<file path="config.mk">
export PLATFORM = sky130hd
export DESIGN_NAME = ram_msg_reader
export DESIGN_NICKNAME = d
export VERILOG_FILES = /design/src/rtl/can_ram_pkg.sv /design/src/rtl/ram_msg_buf.sv /design/src/rtl/ram_msg_reader.sv
export SDC_FILE = /design/constraint.sdc
export NUM_CORES = 1
export LEC_CHECK = 0
export CORE_MARGIN = 5
export CORE_UTILIZATION = 57
export CTS_BUF_LIST = sky130_fd_sc_hd__clkbuf_8
export DETAILED_ROUTE_END_ITERATION = 8
export PLACE_DENSITY_LB_ADDON = 0.25
export SLEW_MARGIN = 30
export SYNTH_ARGS = -nofsm -noshare
export SYNTH_HDL_FRONTEND = slang
export SYNTH_SLANG_ARGS = --single-unit
</file>
<file path="constraint.sdc">
create_clock -name clk -period 2.71 [get_ports clk]
set_input_delay 0.813 -clock clk [delete_from_list [all_inputs] [get_ports clk]]
set_output_delay 0.813 -clock clk [all_outputs]
set_load 0.005 [all_outputs]
</file>
<file path="src/rtl/can_ram_pkg.sv">
// Shared sizing and FSM state type for the RAM message reader, the RAM and the CAN frame builder.
package can_ram_pkg;

  localparam int unsigned DATA_WIDTH = 8;
  localparam int unsigned ADDR_WIDTH = 10;
  localparam int unsigned MSGLEN     = 5;
  localparam int unsigned IDX_WIDTH  = 3;

  typedef enum logic [1:0] {
    IDLE,
    FETCH,
    STREAM
  } state_t;

endpackage

</file>
<file path="src/rtl/ram_msg_buf.sv">
// Message capture buffer: one write port fed by the fetch counter, one read port indexed by the stream index.
module ram_msg_buf
  import can_ram_pkg::*;
#(
  parameter int unsigned DATA_WIDTH = can_ram_pkg::DATA_WIDTH,
  parameter int unsigned DEPTH      = can_ram_pkg::MSGLEN,
  parameter int unsigned IDX_WIDTH  = can_ram_pkg::IDX_WIDTH
) (
  input  logic                  clk,
  input  logic                  rst,
  input  logic                  wr_en,
  input  logic [IDX_WIDTH-1:0]  wr_idx,
  input  logic [DATA_WIDTH-1:0] wr_data,
  input  logic [IDX_WIDTH-1:0]  rd_idx,
  output logic [DATA_WIDTH-1:0] rd_data
);

  logic [DATA_WIDTH-1:0] mem [DEPTH];

  always_ff @(posedge clk) begin
    if (rst) begin
      for (int unsigned i = 0; i < DEPTH; i++) begin
        mem[i] <= '0;
      end
    end else if (wr_en) begin
      mem[wr_idx] <= wr_data;
    end
  end

  assign rd_data = mem[rd_idx];

endmodule

</file>
<file path="src/rtl/ram_msg_reader.sv">
// Fetches MSGLEN bytes from a 1-cycle-latency RAM into a buffer, then streams them out over a valid/ready port.
module ram_msg_reader
  import can_ram_pkg::*;
#(
  parameter int unsigned DATA_WIDTH = can_ram_pkg::DATA_WIDTH,
  parameter int unsigned ADDR_WIDTH = can_ram_pkg::ADDR_WIDTH,
  parameter int unsigned MSGLEN     = can_ram_pkg::MSGLEN
) (
  input  logic                  clk,
  input  logic                  rst,
  input  logic                  start,
  input  logic [ADDR_WIDTH-1:0] base_addr,
  output logic                  busy,
  output logic                  done,
  output logic [ADDR_WIDTH-1:0] ram_addr,
  output logic                  ram_chipSel,
  output logic                  ram_wriEn,
  output logic                  ram_outEn,
  input  logic [DATA_WIDTH-1:0] ram_data,
  output logic [DATA_WIDTH-1:0] byte_out,
  output logic                  byte_valid,
  input  logic                  byte_ready,
  output logic [2:0]            byte_idx,
  output logic                  byte_last
);

  localparam int unsigned CW = IDX_WIDTH + 1;
  localparam logic [CW-1:0]        K_LAST_ISSUE = CW'(MSGLEN - 1);
  localparam logic [CW-1:0]        K_FINAL      = CW'(MSGLEN);
  localparam logic [IDX_WIDTH-1:0] IDX_LAST     = IDX_WIDTH'(MSGLEN - 1);

  state_t state, state_next;

  logic [CW-1:0]         fcnt;
  logic [IDX_WIDTH-1:0]  idx;
  logic [IDX_WIDTH-1:0]  wr_idx;
  logic [ADDR_WIDTH-1:0] addr_q;
  logic                  cs_q;
  logic                  oe_q;
  logic                  done_q;
  logic [DATA_WIDTH-1:0] rd_data;

  logic accept;
  logic capture;
  logic fetch_end;
  logic xfer;
  logic xfer_last;

  always_ff @(posedge clk) begin
    if (rst) begin
      state <= IDLE;
    end else begin
      state <= state_next;
    end
  end

  always_comb begin
    state_next = state;
    accept     = 1'b0;
    capture    = 1'b0;
    fetch_end  = 1'b0;
    xfer       = 1'b0;
    xfer_last  = 1'b0;
    case (state)
      IDLE: begin
        if (start) begin
          accept     = 1'b1;
          state_next = FETCH;
        end
      end
      FETCH: begin
        // Data for the address issued in cycle k arrives in cycle k+1.
        capture = (fcnt != '0);
        if (fcnt == K_FINAL) begin
          fetch_end  = 1'b1;
          state_next = STREAM;
        end
      end
      STREAM: begin
        if (byte_ready) begin
          xfer = 1'b1;
          if (idx == IDX_LAST) begin
            xfer_last  = 1'b1;
            state_next = IDLE;
          end
        end
      end
      default: state_next = IDLE;
    endcase
  end

  always_ff @(posedge clk) begin
    if (rst) begin
      fcnt   <= '0;
      idx    <= '0;
      addr_q <= '0;
      cs_q   <= 1'b0;
      oe_q   <= 1'b0;
      done_q <= 1'b0;
    end else begin
      done_q <= xfer_last;
      if (accept) begin
        addr_q <= base_addr;
        cs_q   <= 1'b1;
        oe_q   <= 1'b1;
        fcnt   <= '0;
        idx    <= '0;
      end
      if (state == FETCH) begin
        fcnt <= fcnt + CW'(1);
        if (fcnt < K_LAST_ISSUE) begin
          addr_q <= addr_q + ADDR_WIDTH'(1);
        end
        // Last issue done; keep output enable up one more cycle for the final capture.
        if (fcnt == K_LAST_ISSUE) begin
          cs_q <= 1'b0;
        end
        if (fetch_end) begin
          oe_q <= 1'b0;
        end
      end
      if (xfer) begin
        idx <= xfer_last ? '0 : idx + IDX_WIDTH'(1);
      end
    end
  end

  assign wr_idx = IDX_WIDTH'(fcnt - CW'(1));

  ram_msg_buf #(
    .DATA_WIDTH (DATA_WIDTH),
    .DEPTH      (MSGLEN),
    .IDX_WIDTH  (IDX_WIDTH)
  ) u_buf (
    .clk     (clk),
    .rst     (rst),
    .wr_en   (capture),
    .wr_idx  (wr_idx),
    .wr_data (ram_data),
    .rd_idx  (idx),
    .rd_data (rd_data)
  );

  assign busy        = (state != IDLE);
  assign done        = done_q;
  assign ram_addr    = addr_q;
  assign ram_chipSel = cs_q;
  assign ram_outEn   = oe_q;
  assign ram_wriEn   = 1'b0;
  assign byte_valid  = (state == STREAM);
  assign byte_out    = rd_data;
  assign byte_idx    = idx;
  assign byte_last   = byte_valid && (idx == IDX_LAST);

endmodule
</file>
* After elaboration in Yosys (flattened, before gate mapping)
Memory sizes are Yosys's and may differ from the RTL's. A register that Yosys moved wholly into a read port is not among the register bits. Index checks and enable logic that the tools add are counted.
Storage, ports and cells: bits in registers 22, memory bits (writable) 40, memories kept 1, output and inout port bits 28
Memories:
- u_buf.mem | words 5, bits a word 8, rd ports 1, clocked after Yosys merged registers in 1, wr ports 5, line ram_msg_buf.sv:18 | logic [DATA_WIDTH-1:0] mem [DEPTH];
Cells by class: $lt $le $gt $ge 1, mux-type cells 39, reduce and logical (&&, ||, !) cells 8, add/subtract/negate cells 4, equality and inequality tests 9
Operators by type and width (number):
- $mux W10 | 3
- $mux W1 | 22
- $mux W3 | 6
- $add A10 B1 Y10 const B | 1
- $eq A4 B3 Y1 const B | 2
- $mux W2 | 4
- $mux W4 | 2
- $mux W8 | 1
- $reduce_or A8 Y1 | 1
- $pmux W2 S3 | 1
- $reduce_bool A2 Y1 | 3
- $add A4 B1 Y4 const B | 1
- $lt A4 B3 Y1 const B | 1
- $ne A2 B1 Y1 const B | 2
- $ne A2 B2 Y1 const B | 2
- $reduce_and A4 Y1 | 1
- $reduce_bool A4 Y1 | 1
- $add A3 B1 Y3 const B | 1
- $eq A3 B3 Y1 const B | 1
- $sub A3 B1 Y3 const B | 1
- $eq A2 B1 Y1 const B | 1
- $eq A2 B2 Y1 const B | 1
- $logic_not A2 Y1 | 1
- $logic_and A1 B1 Y1 | 1

* Logic depth before layout (Yosys ltp)
depth after elaboration 8, gate-level depth with buffers 6, depth with buffers taken out 6

* By module
From an unflattened synthesis, not the netlist that was laid out.
Unflattened totals: cell total of the unflattened synthesis 318, area, all modules 4095.2 µm²
By module, submodules not included:
- ram_msg_buf | cells each 165, instances 1, seq. area each 1921.8 µm², area an instance 2831.5 µm²
- ram_msg_reader | cells each 153, instances 1, seq. area each 440.4 µm², area an instance 1263.7 µm²

* Worst setup path before layout
OpenSTA, ideal clock, no wires.
path kind flip-flop to output port, start point reg (tool-made name), end point out byte_out[0], path slack 0.294 ns, data required time 1.897 ns, buffers on the path 2, data arrival time 1.603 ns, cell stages (with the launch flop) 5, cells stage by stage dfxtp_1 buf_2 buf_2 mux4_2 mux2_2
RTL lines:
- end: declaration | line ram_msg_reader.sv:20 | output logic [DATA_WIDTH-1:0] byte_out,

==> metrics <==
status=finished, final reports clean; hold endpoint=ram_chipSel; post-layout util=73.72%; Hold WC Path Type=flip-flop to flip-flop; initial DRC count=119; Slew @ Worst Pin=0.5932 ns; I/O Pins=50; Final Slew Violations=0; commonest non-fill, non-tap cell in the layout=edfxtp_1; Synth async-reset ratio=0%; CTS buffer count=9; Final #Nets=400; clk slew on worst S/H paths=0.09 ns; root buffer cell=clkbuf_8; Yosys reg bits=89; routability cong.=0.8226; input/output buffers=48; sequential cell area=0.002426 mm²; drt total wl=8684 µm; CTS tree=built; Post-DRT Antenna Nets=0; Synth area leader=edfxtp_1; Clock Tree Buf Depth=2; Placement Setup Slack=0.1111 ns; critical path cell sequence=buf_12 > buf_8 > mux4_2 > mux2_4 > buf_6; Starting Density=59.09%; register area share after synthesis=59.68%; Cells after Synth=303; remaining routing DRC violations=0; global-route wire length before repair=14210 µm; final setup fails=0; yosys warns=0; synth top area cells=edfxtp_1 47%, dfxtp_1 12%, mux4_2 8.9%; largest fanout on the critical path=5; post-detail-place hpwl=5972 µm; HP Start=ram_chipSel; post-synth cell types=48; Post-Syn Area=0.004059 mm²; fin crit share=98.73%; largest net degree at the start of global routing=23; CTS Sinks=89; sequential power share=55.4%; H-tree depth=3; share of cells above drive strength 1=23.94%; Crit. End Element=output pin; Cells after DPL=447; row cnt=30; WHS=0.4788 ns; antenna fix cells=0; Final min period=2.676 ns; RSZ-0062 raised after global routing=true; slew margin rel.=60.03%; switching share of power=22.46%; maxcap violations=0; Syn Area/Cell=13.40 µm²; crit path kind=flip-flop to output pin; Net Sw Power=615.5 µW; GRT overflow=0; CTS Hold Bufs=0; Vias=2646; Via density=5.606; Crit Reg-Reg Endpoint=u_buf.mem[3][0]; internal power=2125 µW; drt pass-1 iters=4; Power Dens Cells=541.2 mW/mm²; crit path launch type=flip-flop; initial antenna violation count=0; drt wl/cell=18.40 µm; leakage=0.001797 µW; top-area cell type share of the netlist area=47.35%; maximum VDD drop=0.3078 mV; leading cell types in the layout, fill and taps excluded=64 x edfxtp_1, 41 x and2_1, 40 x clkdlybuf4s50_1, 24 x dfxtp_1, 21 x nor2_1; Synth Net Count=332; Clock Latency Late Sink=0.35 ns; CP max stage cell=mux4_2; Die ar.=0.008909 mm²; Crit path largest cell delay=0.50 ns; Clk network pwr share=37.1%; P&R area growth vs syn=24.75%; required time of the critical path=1.90 ns; Reg2Reg Launch Point=fcnt[0]; Multi-input gate area=0.001558 mm²; Final Skew=0.01021 ns; Global Route Usage Sum=21.24%; FMAX=373.8 MHz; Comb power frac=7.5%; DIE WIDTH=94.39 µm; Layout Cells excl Fill=472; setup ws final=0.03448 ns; number of synthesized flops with an enable pin=64; WHS Path Cells=2; top_reg_cell synth=edfxtp_1; Reg2Reg Depth=5; die height=94.39 µm; vias in the first global route=2749; FF-to-FF setup slack=0.59 ns; FILL cells=472; core area=0.006869 mm²; Final Hold Viols=0; crit path DAT=1.86 ns
## synthesized netlist by cell type, types with 2 or more instances
| master | instances |
|---|---|
| a2111o_1 | 2 |
| a21oi_1 | 12 |
| a22oi_1 | 3 |
| a31oi_1 | 5 |
| a32oi_1 | 6 |
| and2_1 | 41 |
| buf_1 | 2 |
| buf_2 | 6 |
| clkbuf_1 | 5 |
| dfxtp_1 | 25 |
| edfxtp_1 | 64 |
| ha_1 | 7 |
| inv_1 | 7 |
| mux2_2 | 10 |
| mux4_2 | 16 |
| nand2_1 | 11 |
| nand3_1 | 5 |
| nand3b_1 | 3 |
| nand4_1 | 2 |
| nor2_1 | 21 |
| nor2b_1 | 2 |
| nor3_1 | 7 |
| o21ai_0 | 7 |
| o21bai_1 | 2 |
| or2_2 | 7 |
| or3_1 | 3 |
## cell type report
type                            count  area share, %
Multi-Input combinational cell    192          30.76
Inverter                            7         0.5189
Timing Repair Buffer               72          14.01
Tap cell                           96          2.372
Sequential cell                    89          47.91
Clock inverter                      7          1.977
Clock buffer                        9          2.446
## power by group through the flow
stage	logic (µW)	registers [µW]	clock network [µW]
CTS	206	1520	1030
detailed placement	207	1550	0
global route	226	1520	1110
floorplan	102	1540	0
global placement	202	1550	0
finish	206	1520	1020
## repair_timing
item | CTS | global route
gates resized for setup | 40 | 8
setup buffers | 7 | 2
cloned | 1 | 0
setup endpoints to repair | 8 | 8
## cell families after synthesis
family | synth area share (%)
AO/OA/AOI/OAI | 6.720
XOR/XNOR | 0.4316
adder cells (fa/ha/maj) | 2.158
buffers and inverters | 2.497
flip-flops | 59.68
multiplexers | 11.90
other | 0.09239
AND/OR/NAND/NOR | 16.52
## flip-flops by register name, summed over array words and instances, names as in the netlist, named ones only
register     cells
state            2
fcnt             4
ram_addr        10
u_buf.mem       64
ram_outEn        1
ram_chipSel      1
done             1
byte_idx         3
## how the worst max path moves through the flow
| stage | endpoint | cells past startpoint |
|---|---|---|
| global placement | byte_out[0] | 4 |
| global route | byte_out[0] | 5 |
| CTS | byte_out[6] | 6 |
| floorplan | byte_out[0] | 4 |
| finish | byte_out[0] | 5 |
| detailed placement | byte_out[6] | 4 |
## worst max-delay path, delay by kind of cell, from the launching register on
family	cells	cell delay (ns)
flip-flops	1	0.38
multiplexers	2	0.78
buffers and inverters	3	0.33
## per-layer routing
layer | GRT usage, % | wire (µm)
met5 | 0 | 0
met4 | 6.859 | 51
met3 | 4.064 | 424
met2 | 36.70 | 4448
met1 | 27.07 | 3760
## through the flow
step	TNS [ns]	instance area (µm²)	total power [µW]
3_3_place_gp	0	4722	1750
2_1_floorplan	0	4059	1644
3_5_place_dp	0	4722	1756
5_1_grt	-0.07101	5064	2857
6_report	0	5064	2740
4_1_cts	-0.2079	5039	2755
(Power assumes the default switching activity.)
